File: src/rtl/cnn_mul_arb_pkg.sv
// Shared types, widths and the round-robin pick helper for the conv1 multiplier arbiter.
package cnn_mul_arb_pkg;

    // Largest requester count the arbiter supports; tag fields are sized for it.
    localparam int MAX_REQ = 8;
    localparam int IDX_W   = $clog2(MAX_REQ);

    // Operand and product widths of the shared DSP-mapped multiplier.
    localparam int A_WIDTH = 14;
    localparam int B_WIDTH = 7;
    localparam int P_WIDTH = A_WIDTH + B_WIDTH;

    // One pipeline stage record: valid, one-hot lane tag and the operands.
    typedef struct packed {
        logic               valid;
        logic [MAX_REQ-1:0] tag;
        logic [A_WIDTH-1:0] a;
        logic [B_WIDTH-1:0] b;
    } stage_rec_t;

    // Round-robin pick over the low n bits of req, starting at ptr:
    // rotate so ptr sits at bit 0, isolate the lowest set bit, rotate back.
    function automatic logic [MAX_REQ-1:0] rr_pick(
        input logic [MAX_REQ-1:0] req,
        input int                 ptr,
        input int                 n
    );
        logic [MAX_REQ-1:0] rot;
        logic [MAX_REQ-1:0] first;
        logic [MAX_REQ-1:0] grant;
        logic [IDX_W-1:0]   idx;
        rot   = '0;
        grant = '0;
        for (int k = 0; k < MAX_REQ; k++) begin
            if (k < n) begin
                idx    = IDX_W'((ptr + k) % n);
                rot[k] = req[idx];
            end
        end
        first = rot & (~rot + MAX_REQ'(1));
        for (int k = 0; k < MAX_REQ; k++) begin
            if ((k < n) && first[k]) begin
                idx        = IDX_W'((ptr + k) % n);
                grant[idx] = 1'b1;
            end
        end
        return grant;
    endfunction

endpackage

File: src/rtl/cnn_mul_arb_pipe_mul.sv
// MUL_LAT-stage signed x unsigned multiplier. Each stage advances only when its
// enable is set, so the final stage holds the last product between results.
module cnn_mul_arb_pipe_mul #(
    parameter int A_WIDTH = 14,
    parameter int B_WIDTH = 7,
    parameter int P_WIDTH = 21,
    parameter int MUL_LAT = 2
) (
    input  logic               clk,
    input  logic               rst,
    input  logic [MUL_LAT-1:0] stage_en,
    input  logic [A_WIDTH-1:0] a,
    input  logic [B_WIDTH-1:0] b,
    output logic [P_WIDTH-1:0] p
);

    logic [P_WIDTH-1:0]        a_ext;
    logic [P_WIDTH-1:0]        b_ext;
    logic signed [P_WIDTH-1:0] prod;
    logic [P_WIDTH-1:0]        p_q [MUL_LAT];
    logic [P_WIDTH-1:0]        p_d [MUL_LAT];

    // b is unsigned, so it is zero-extended; a is sign-extended. Full-width
    // product cannot overflow since P_WIDTH = A_WIDTH + B_WIDTH.
    assign a_ext = {{(P_WIDTH-A_WIDTH){a[A_WIDTH-1]}}, a};
    assign b_ext = {{(P_WIDTH-B_WIDTH){1'b0}}, b};
    assign prod  = $signed(a_ext) * $signed(b_ext);

    // Next-state of each product stage: load from upstream when enabled, else hold.
    always_comb begin
        p_d[0] = stage_en[0] ? P_WIDTH'(prod) : p_q[0];
        for (int s = 1; s < MUL_LAT; s++) begin
            p_d[s] = stage_en[s] ? p_q[s-1] : p_q[s];
        end
    end

    // Product stage registers.
    always_ff @(posedge clk or posedge rst) begin
        if (rst) begin
            for (int s = 0; s < MUL_LAT; s++) begin
                p_q[s] <= '0;
            end
        end else begin
            for (int s = 0; s < MUL_LAT; s++) begin
                p_q[s] <= p_d[s];
            end
        end
    end

    assign p = p_q[MUL_LAT-1];

endmodule

File: src/rtl/cnn_mul_arbiter.sv
// Round-robin arbiter sharing one pipelined multiplier among NUM_REQ conv1 lanes.
// Issue register (stage 1) holds operands and tag; the tag/valid pipeline runs
// beside the multiplier so each product returns to its issuing lane.
module cnn_mul_arbiter
    import cnn_mul_arb_pkg::*;
#(
    parameter int NUM_REQ = 4,
    parameter int MUL_LAT = 2
) (
    input  logic                       ap_clk,
    input  logic                       ap_rst,
    input  logic                       ap_ce,
    input  logic [NUM_REQ-1:0]         req_valid,
    output logic [NUM_REQ-1:0]         req_ready,
    input  logic [NUM_REQ*A_WIDTH-1:0] req_a,
    input  logic [NUM_REQ*B_WIDTH-1:0] req_b,
    output logic [NUM_REQ-1:0]         rsp_valid,
    output logic [P_WIDTH-1:0]         rsp_p,
    output logic                       busy
);

    localparam int PTR_W = (NUM_REQ > 1) ? $clog2(NUM_REQ) : 1;

    logic [PTR_W-1:0]   rr_ptr_q, rr_ptr_d;
    logic [MAX_REQ-1:0] req_pad;
    logic [MAX_REQ-1:0] grant_full;
    logic [NUM_REQ-1:0] grant;
    logic               transfer;
    stage_rec_t         s1_q, s1_d;
    logic [MUL_LAT-1:0] valid_q, valid_d;
    logic [NUM_REQ-1:0] tag_q [MUL_LAT];
    logic [NUM_REQ-1:0] tag_d [MUL_LAT];
    logic [MUL_LAT-1:0] stage_en;
    logic [P_WIDTH-1:0] mul_p;
    logic               unused_bits;

    // Combinational grant: first valid lane at or after rr_ptr; none under reset or ce low.
    always_comb begin
        req_pad                = '0;
        req_pad[NUM_REQ-1:0]   = req_valid;
        grant_full             = rr_pick(req_pad, int'(rr_ptr_q), NUM_REQ);
        grant                  = '0;
        if (ap_ce && !ap_rst) begin
            grant = grant_full[NUM_REQ-1:0];
        end
    end

    assign req_ready = grant;
    assign transfer  = |grant;

    // Issue: capture the granted lane's operands and tag; priority moves past it.
    always_comb begin
        s1_d       = s1_q;
        s1_d.valid = transfer;
        rr_ptr_d   = rr_ptr_q;
        if (transfer) begin
            s1_d.tag              = '0;
            s1_d.tag[NUM_REQ-1:0] = grant;
        end
        for (int i = 0; i < NUM_REQ; i++) begin
            if (grant[i]) begin
                s1_d.a   = req_a[i*A_WIDTH +: A_WIDTH];
                s1_d.b   = req_b[i*B_WIDTH +: B_WIDTH];
                rr_ptr_d = PTR_W'((i + 1) % NUM_REQ);
            end
        end
    end

    // Tag/valid pipeline beside the multiplier; tags only load with a valid op.
    always_comb begin
        valid_d[0]  = s1_q.valid;
        tag_d[0]    = s1_q.valid ? s1_q.tag[NUM_REQ-1:0] : tag_q[0];
        stage_en[0] = ap_ce & s1_q.valid;
        for (int s = 1; s < MUL_LAT; s++) begin
            valid_d[s]  = valid_q[s-1];
            tag_d[s]    = valid_q[s-1] ? tag_q[s-1] : tag_q[s];
            stage_en[s] = ap_ce & valid_q[s-1];
        end
    end

    // State registers; ap_ce low freezes everything, reset drops in-flight ops.
    always_ff @(posedge ap_clk or posedge ap_rst) begin
        if (ap_rst) begin
            rr_ptr_q <= '0;
            s1_q     <= '0;
            valid_q  <= '0;
            for (int s = 0; s < MUL_LAT; s++) begin
                tag_q[s] <= '0;
            end
        end else if (ap_ce) begin
            rr_ptr_q <= rr_ptr_d;
            s1_q     <= s1_d;
            valid_q  <= valid_d;
            for (int s = 0; s < MUL_LAT; s++) begin
                tag_q[s] <= tag_d[s];
            end
        end
    end

    cnn_mul_arb_pipe_mul #(
        .A_WIDTH (A_WIDTH),
        .B_WIDTH (B_WIDTH),
        .P_WIDTH (P_WIDTH),
        .MUL_LAT (MUL_LAT)
    ) u_mul (
        .clk      (ap_clk),
        .rst      (ap_rst),
        .stage_en (stage_en),
        .a        (s1_q.a),
        .b        (s1_q.b),
        .p        (mul_p)
    );

    assign rsp_valid = valid_q[MUL_LAT-1] ? tag_q[MUL_LAT-1] : '0;
    assign rsp_p     = mul_p;
    assign busy      = s1_q.valid | (|valid_q);

    // Tag and pick vectors are sized for MAX_REQ; bits above NUM_REQ are always zero.
    assign unused_bits = ^{s1_q.tag, grant_full};

endmodule

File: config.mk
export PLATFORM = sky130hd
export DESIGN_NAME = cnn_mul_arbiter
export DESIGN_NICKNAME = d
export VERILOG_FILES = /design/src/rtl/cnn_mul_arb_pkg.sv /design/src/rtl/cnn_mul_arb_pipe_mul.sv /design/src/rtl/cnn_mul_arbiter.sv
export SDC_FILE = /design/constraint.sdc
export NUM_CORES = 1
export LEC_CHECK = 0
export BUFFER_PORTS_ARGS = -buffer_cell sky130_fd_sc_hd__buf_2
export CORE_UTILIZATION = 60
export CTS_BUF_LIST = sky130_fd_sc_hd__clkbuf_8
export CTS_CLUSTER_DIAMETER = 100
export CTS_CLUSTER_SIZE = 24
export DETAILED_ROUTE_END_ITERATION = 10
export GPL_TIMING_DRIVEN = 0
export HOLD_SLACK_MARGIN = 0.08
export PLACE_DENSITY_LB_ADDON = 0.15
export SYNTH_ARGS = -nofsm -noshare
export SYNTH_HDL_FRONTEND = slang
export SYNTH_SLANG_ARGS = --single-unit
File: constraint.sdc
create_clock -name ap_clk -period 5.3 [get_ports ap_clk]
set_clock_uncertainty 0.05 [all_clocks]
set_input_delay 1.06 -clock ap_clk [delete_from_list [all_inputs] [get_ports ap_clk]]
set_output_delay 1.06 -clock ap_clk [all_outputs]
set_load 0.02 [all_outputs]
; Word-level counts from Yosys, hierarchy flattened
; Index checks and enable logic that the tools add are counted.
[op_classes]
n_addsub = 4
mul = 1
magnitude_cmp = 8
mux = 30
bitwise_logic = 11
reduce_logical = 16
[op_table]
columns = op, n
row1 = 21-bit 2-to-1 mux, 4
row2 = 4-bit 2-to-1 mux, 6
row3 = 14-bit by 8-bit multiplier with 21-bit output, 1
row4 = 3-bit by 4-bit < comparator with 1-bit output (second input constant), 3
row5 = 4-bit bitwise OR, 3
row6 = 1-bit binary-select mux with 3-bit select, 3
row7 = 1-bit demux with 3-bit select, 3
row8 = 3-bit by 1-bit >= comparator with 1-bit output (second input constant), 3
row9 = 1-bit 2-to-1 mux, 8
row10 = 2-bit 2-to-1 mux, 4
row11 = 2-bit AND reduction, 4
row12 = 2-bit OR reduction, 4
row13 = 1-bit logical AND, 5
row14 = 2-bit adder (second input constant), 2
row15 = 4-bit by 1-bit adder with 4-bit output (second input constant), 1
row16 = 4-bit AND, 1
row17 = 2-bit by 4-bit < comparator with 1-bit output (second input constant), 1
row18 = 4-bit inverter, 1
row19 = 4-bit nonzero test, 1
row20 = 4-bit OR reduction, 1
row21 = 1-bit AND (first input constant), 3
row22 = 2-bit by 1-bit adder with 2-bit output (second input constant), 1
row23 = 1-bit AND, 2
row24 = 1-bit binary-select mux with 2-bit select, 1
row25 = other kinds (4), 4
[word_totals]
regBits = 80
input_bits = 91
out_inout_bits = 30
wordCells = 80

; Depth between registers and ports, before layout
; Gate-level depths: netlist of run 1.
[depth]
word_depth = 20
ltp_mapped = 18
depth_no_buf = 17

; Cells and area by module
; A second synthesis of run 1 with hierarchy kept.
[hier_totals]
cells_unflattened = 806
hier_area_um2 = 7912.6
[by_module_without_submodules]
columns = module, n_inst, cells_each, area_per_inst_um2, seq_area_each_um2
row1 = cnn_mul_arb_pipe_mul, 1, 561, 5381.4, 1051.0
row2 = cnn_mul_arbiter, 1, 245, 2531.2, 950.9

; Least setup slack after synthesis of run 1
; OpenSTA, ideal clock, no wires.
[synth_path]
path_kind = input to output
startpoint = input ap_rst
endpoint = output req_ready[3]
arrival_ns = 3.986
t_required_ns = 4.190
slack_ns = 0.204
cell_stages = 5
n_path_buf = 1
cell_sequence = inv_1 > nand2_1 > a31o_2 > clkinv_1 > buf_2
[synth_via]
elab_chain_cells = 3
[synth_rtl]
columns = item, line
row1 = start: declaration, cnn_mul_arbiter.sv:11  ; input logic ap_rst,
row2 = 1-bit logical NOT (no line), --
row3 = 1-bit logical AND, cnn_mul_arbiter.sv:43  ; if (ap_ce && !ap_rst) begin
row4 = 4-bit 2-to-1 mux, cnn_mul_arbiter.sv:43
row5 = end: declaration, cnn_mul_arbiter.sv:14  ; output logic [NUM_REQ-1:0] req_ready,
; No other way between the ends.

; Worst setup path after layout of run 1
[layout_path]
startpoint = register s1_q[6] (netlist name)
endpoint = register u_mul.p_q[41] (netlist name)
[layout_via]
elab_chain_cells = 1
[layout_rtl]
columns = item, line
row1 = start: declaration, cnn_mul_arbiter.sv:29  ; stage_rec_t s1_q, s1_d;
row2 = start signal: assignment, cnn_mul_arbiter.sv:85  ; s1_q <= '0;
row3 = start signal: assignment, cnn_mul_arbiter.sv:92  ; s1_q <= s1_d;
row4 = 14-bit by 8-bit multiplier with 21-bit output, cnn_mul_arb_pipe_mul.sv:27  ; assign prod = $signed(a_ext) * $signed(b_ext);
row5 = end signal: indexed assignment, cnn_mul_arb_pipe_mul.sv:45  ; p_q[s] <= p_d[s];
row6 = end: declaration, cnn_mul_arb_pipe_mul.sv:20  ; logic [P_WIDTH-1:0] p_q [MUL_LAT];
; No other way between the ends.
; A chain may end at the register's enable or synchronous reset.

==> flow_metrics.py, run 1 <==
metrics = {
    "outcome": {
        "status": "finished clean",
    },
    "die": {
        "dieArea_mm2": 0.01316,
        "die_w_um": 114.7,
        "row_count": 40,
        "die_h_um": 114.7,
        "start_util": 0.6241,
        "core_mm2": 0.01221,
        "pin_count": 121,
    },
    "finish": {
        "regArea_mm2": 0.002003,
        "fillers": 982,
        "drive_gt1_frac": 0.2571,
        "fin_cells": 1082,
        "fin_util": 0.7074,
        "syn_to_final_growth_pct": 13.35,
        "multi_input_area_mm2": 0.004870,
        "antenna_cells": 0,
        "layout.nets": 1120,
    },
    "place": {
        "post-place-cells": 1068,
        "port_buffers": 119,
        "dp_hpwl_mm": 13.43,
        "gp_congestion": 0.8617,
    },
    "logic_synthesis": {
        "yosysSeqAreaShare": 0.2627,
        "synth_area_per_cell_um2": 9.771,
        "ys_ff_latch": 80,
        "yosysWarnings": 0,
        "synth_cell_types": 53,
        "async_reset_ff_frac": 1.000,
        "synthCells": 780,
        "netlist_area_mm2": 0.007621,
        "synth_edf_count": 0,
        "synth_fp_nets": 991,
        "synth_top_flop_cell": "dfrtp_1",
    },
    "clocking": {
        "hold_buffers": 0,
        "clk_latency_ps": 390,
        "clk_pin_slew_ps": 100,
        "cts.sinks": 80,
        "h-tree-depth": 3,
        "cts_tree": "yes",
        "cts_max_path_buffers": 2,
        "numCtsBuffers": 9,
        "cts_root_buffer": "clkbuf_8",
    },
    "sta": {
        "period_needed_ps": 5023,
        "worstMarginPinSlew_ps": 639.3,
        "finalSetupViolCount": 0,
        "fin_crit_sh": 0.9478,
        "rsz0062_at_grt": "no",
        "max_freq_mhz": 199.1,
        "maxSlewHeadroom": 0.5706,
        "drv_slew": 0,
        "final_hold_viol_count": 0,
    },
    "worst_hold_path": {
        "hold_class": "reg2reg",
    },
    "routing": {
        "drc": 0,
        "drt_wl_total_mm": 16.46,
        "wl_per_cell_um": 15.22,
        "ant_nets": 0,
        "drtPass1Iterations": 5,
        "routed_via_density": 5.408,
        "drt_iter0_drc": 334,
        "vias": 5851,
    },
    "global_route": {
        "grt_pass1_wl_mm": 28.01,
        "antenna_found_initial": 0,
        "grt_usage": 0.2760,
        "grt_pass1_vias": 6006,
        "grt_overflow_total": 0,
        "grt_max_degree": 43,
    },
    "critical_path": {
        "worstSetupEndpointType": "flip-flop",
        "crit_type": "reg2reg",
        "cp-start-kind": "flip-flop",
        "worstPathArrival_ps": 5290,
        "cp_max_fo": 10,
        "crit_required_ps": 5570,
    },
    "flow_run": {
        "maxCapViolations": 0,
    },
}
[per-stage QoR]
step	hold slack [ps]	instance area [um2]	setup slack, ps	TNS [ps]
CTS	436.0	8635	54.08	0
finish	429.6	8638	276.8	0
detailed placement	414.1	8449	-20.83	-20.83
floorplan	394.6	7621	204.4	0
global placement	404.9	8427	-1085	-11380
global route	450.4	8638	19.71	0
[cells in the mapped netlist, drive strengths merged, types with 5 or more instances]
master  instances  area [um2]
a211oi          5       42.54
a21o           10       75.07
a21oi          33       168.9
a221oi         23       207.7
and2           75       469.2
buf            29       210.2
clkbuf         19       71.32
dfrtp          80        2002
fa             74        1481
ha             46       575.6
inv           125       469.2
mux2           54       645.6
nand2          81       304.0
nand3           6       30.03
nor2           33       126.4
nor3            5       25.02
o21ai          21       105.1
xnor2           8       70.07
xor2            8       70.07
[worst max-delay path, cell delays in order (launching register included)]
cell and delay [ps]:
dfrtp_1 450, clkbuf_1 430, and2_1 200, ha_1 240, fa_1 530, fa_1 560, inv_1 60, fa_1 540
inv_1 50, ha_1 350, nand2_1 90, a21bo_2 220, o21ai_0 250, nand3_1 200, a311oi_1 340, o21ai_0 170
a41oi_1 230
[final timing paths]
check | start | cells past startpoint | end | slack [ps]
max | s1_q[6]$_DFFE_PP0P_ | 16 | u_mul.p_q[41]$_DFFE_PP0P_ | 280
min | s1_q[24]$_DFFE_PP0P_ | 1 | s1_q[24]$_DFFE_PP0P_ | 430
max in group asynchronous | ap_rst | 3 | s1_q[4]$_DFFE_PP0P_ | 3940
min in group asynchronous | ap_rst | 2 | valid_q[0]$_DFFE_PP0P_ | 650
max reg2reg | s1_q[6]$_DFFE_PP0P_ | 16 | u_mul.p_q[41]$_DFFE_PP0P_ | 280
min reg2reg | s1_q[24]$_DFFE_PP0P_ | 1 | s1_q[24]$_DFFE_PP0P_ | 430
[timing repair]
action / 4_1_cts / 5_1_grt
buffers inserted: 0 / 0
endpoints found under the setup margin: 1 / 5
resized for setup: 0 / 5
[cells by family (layout without fill, tap and decap cells)]
group / Yosys count / after routing / synth area share
flops: 80 / 80 / 0.2627
fa+ha+maj: 120 / 120 / 0.2699
compound gates: 120 / 120 / 0.1118
mux: 59 / 59 / 0.09785
simple gates: 211 / 211 / 0.1404
buf+inv: 174 / 308 / 0.09900
xor+xnor: 16 / 16 / 0.01839
[final cells by class]
cell class              instances  area share
clock inverters                 6    0.005939
well taps                     168     0.02433
repair buffers                120     0.07126
flip-flops and latches         80      0.2319
plain buffers                  46     0.03187
inverters                     126     0.05504
multi-input cells             526      0.5637
clock buffers                  10     0.01593
[sequential cells by signal, summed over array words and instances, names as in the netlist]
register and flops:
rr_ptr_q 2, s1_q 26, tag_q 8, u_mul.p 21
u_mul.p_q 21, valid_q 2
[routing by layer]
metal	track usage	part of all wire	vias to the layer above
li1	-	-	2794
met1	0.3575	0.44	2823
met2	0.4735	0.49	204
met3	0.02912	0.047	30
met4	0.1203	0.027	0
met5	0	0	-
[placed cells by master, fill, tap and decap left out, types with 4 or more instances in the layout]
| cell | instances |
|---|---|
| a21o_1 | 10 |
| a21oi_1 | 32 |
| a221oi_1 | 22 |
| and2_1 | 75 |
| buf_2 | 126 |
| buf_4 | 21 |
| clkbuf_1 | 16 |
| clkbuf_8 | 10 |
| dfrtp_1 | 79 |
| fa_1 | 74 |
| ha_1 | 46 |
| inv_1 | 124 |
| mux2_1 | 4 |
| mux2_2 | 40 |
| mux2_4 | 10 |
| mux4_2 | 4 |
| nand2_1 | 81 |
| nand3_1 | 6 |
| nor2_1 | 32 |
| nor3_1 | 5 |
| nor3b_1 | 4 |
| o21a_1 | 4 |
| o21ai_0 | 21 |
| xnor2_1 | 8 |
| xor2_1 | 8 |
Power of run 1 is left out: the tool's default activity adds up to more than one toggle a clock period on the data nets, which glitch-free logic cannot reach.
==> run 2: changes to the inputs <==
--- a/config.mk
+++ b/config.mk
@@ -6,6 +6,7 @@
 export NUM_CORES = 1
 export LEC_CHECK = 0
 export BUFFER_PORTS_ARGS = -buffer_cell sky130_fd_sc_hd__buf_2
+export CORE_ASPECT_RATIO = 0.7
 export CORE_UTILIZATION = 60
 export CTS_BUF_LIST = sky130_fd_sc_hd__clkbuf_8
 export CTS_CLUSTER_DIAMETER = 100
==> run 2 against run 1 <==
Net effect: the flow now finishes with violations (DRC); design area grew 0.17%; final cell count shrank 0.46%; via count is essentially flat; routed wire length grew 4.4%; maximum frequency grew 0.94%; sequential share of layout area is essentially flat; core utilization shrank 1.1 points; non-clock buffer count grew 1; critical endpoint unchanged; highest routed layer unchanged.
==> flow_metrics.py, run 2 (synthesis results as in run 1) <==
metrics = {
    "finish": {
        "fin_cells": 1077,
        "drive_gt1_frac": 0.2601,
        "syn_to_final_growth_pct": 13.54,
        "top_register": "s1_q",
        "mostFrequentLayoutCell": "buf_2",
        "largest_register_ff_count": 26,
        "mostFrequentLayoutCells": "buf_2 (125), inv_1 (124), nand2_1 (81)",
        "fin_util": 0.6966,
        "antenna_cells": 0,
        "layout.nets": 1121,
    },
    "clocking": {
        "cts.sinks": 80,
        "cts_resized": 0,
        "cts_setup_buffers": 0,
        "h-tree-depth": 3,
        "hold_buffers": 0,
        "clk_latency_ps": 360,
        "clk_pin_slew_ps": 90,
        "cts_max_path_buffers": 2,
        "cts_tree": "yes",
        "numCtsBuffers": 9,
        "cts_root_buffer": "clkbuf_8",
    },
    "sta": {
        "fin_tns_setup_ps": 0,
        "period_needed_ps": 4976,
        "worstMarginPinSlew_ps": 669.6,
        "fin_ws_ps": 323.8,
        "drv_slew": 0,
        "maxSlewHeadroom": 0.5520,
        "max_freq_mhz": 201.0,
        "fin_crit_sh": 0.9389,
        "finalSetupViolCount": 0,
        "final_hold_viol_count": 0,
        "rsz0062_at_grt": "no",
    },
    "routing": {
        "drc": 1,
        "drt_iter0_drc": 318,
        "ant_nets": 0,
        "vias": 5848,
        "drt_wl_total_mm": 17.18,
        "wl_per_cell_um": 15.95,
        "drtPass1Iterations": 9,
        "routed_via_density": 5.430,
    },
    "die": {
        "die_h_um": 96.30,
        "die_w_um": 136.7,
        "start_util": 0.6135,
        "row_count": 34,
        "core_mm2": 0.01242,
        "pin_count": 121,
        "dieArea_mm2": 0.01316,
    },
    "critical_path": {
        "critPathBufInv": 4,
        "path_common_cell": "fa_1",
        "crit_type": "reg2reg",
        "r2r_start": "s1_q[4]$_DFFE_PP0P_",
        "r2r_cells": 17,
        "worstSetupEndpointType": "flip-flop",
        "cp_max_fo": 10,
        "path_cells": "clkbuf_4 -> nand2_1 -> fa_1 -> fa_1 -> inv_1 -> fa_1 -> inv_1 -> fa_1 -> inv_1 -> ha_1 -> a21o_1 -> a211oi_2 -> o21ai_0 -> nand3_1 -> a311oi_1 -> or3_1 -> a41oi_1",
        "worstPathArrival_ps": 5200,
        "crit_path_max_incr_delay_ps": 550,
        "worst_path_max_delay_cell": "fa_1",
        "cp-start-kind": "flip-flop",
        "r2r_slack_ps": 320,
        "crit_required_ps": 5530,
        "crit_family": "adder cells",
        "worstReg2RegEnd": "u_mul.p_q[41]$_DFFE_PP0P_",
    },
    "place": {
        "dp_hpwl_mm": 14.10,
        "port_buffers": 119,
        "gp_congestion": 0.9221,
        "post-place-cells": 1062,
        "pre_cts_slack_ps": 32.24,
    },
    "worst_hold_path": {
        "hold_depth": 1,
        "min_to": "s1_q[22]$_DFFE_PP0P_",
        "hold_start": "s1_q[22]$_DFFE_PP0P_",
        "hold_class": "reg2reg",
    },
    "global_route": {
        "grt_pass1_vias": 5808,
        "grt_usage": 0.2813,
        "grt_max_degree": 63,
        "grt_overflow_total": 0,
        "antenna_found_initial": 0,
        "grt_pass1_wl_mm": 28.29,
    },
    "outcome": {
        "violations": "DRC",
        "status": "finished, violations left",
    },
    "flow_run": {
        "maxCapViolations": 0,
    },
}
## run 2: layer usage
metal,part of all wire,vias up,global-route usage
met5,0,-,0
met4,0.018,0,0.07500
met3,0.056,32,0.04529
met1,0.47,2813,0.3970
li1,-,2794,-
met2,0.45,209,0.4518
## run 2: through the flow
stage | area (um2) | hold WS (ps)
after floorplan | 7621 | 394.6
after CTS | 8637 | 431.2
final | 8653 | 429.0
after global placement | 8419 | 406.4
after detailed placement | 8449 | 412.9
after global routing | 8653 | 455.9
## run 2: worst max-delay path by stage
stage	startpoint	to	slack (ps)	depth (start not counted)
6_report	s1_q[4]$_DFFE_PP0P_	u_mul.p_q[41]$_DFFE_PP0P_	320	17
5_1_grt	s1_q[4]$_DFFE_PP0P_	u_mul.p_q[41]$_DFFE_PP0P_	30	17
4_1_cts	s1_q[4]$_DFFE_PP0P_	u_mul.p_q[41]$_DFFE_PP0P_	10	17
3_5_place_dp	s1_q[4]$_DFFE_PP0P_	u_mul.p_q[41]$_DFFE_PP0P_	30	17
3_3_place_gp	ap_rst	req_ready[3]	-1120	7
2_1_floorplan	ap_rst	req_ready[3]	200	5
## run 2: layout make-up
cell class                      instances  area (um2)
Tap cell                              162       202.7
Fill cell                            1009        3769
Clock inverter                          6       50.05
Timing Repair Buffer                  120       623.1
Clock buffer                           10       137.6
Inverter                              126       475.5
Sequential cell                        80        2003
Multi-Input combinational cell        526        4875
Buffer                                 47       286.5
Power of run 2 is left out for the same reason.
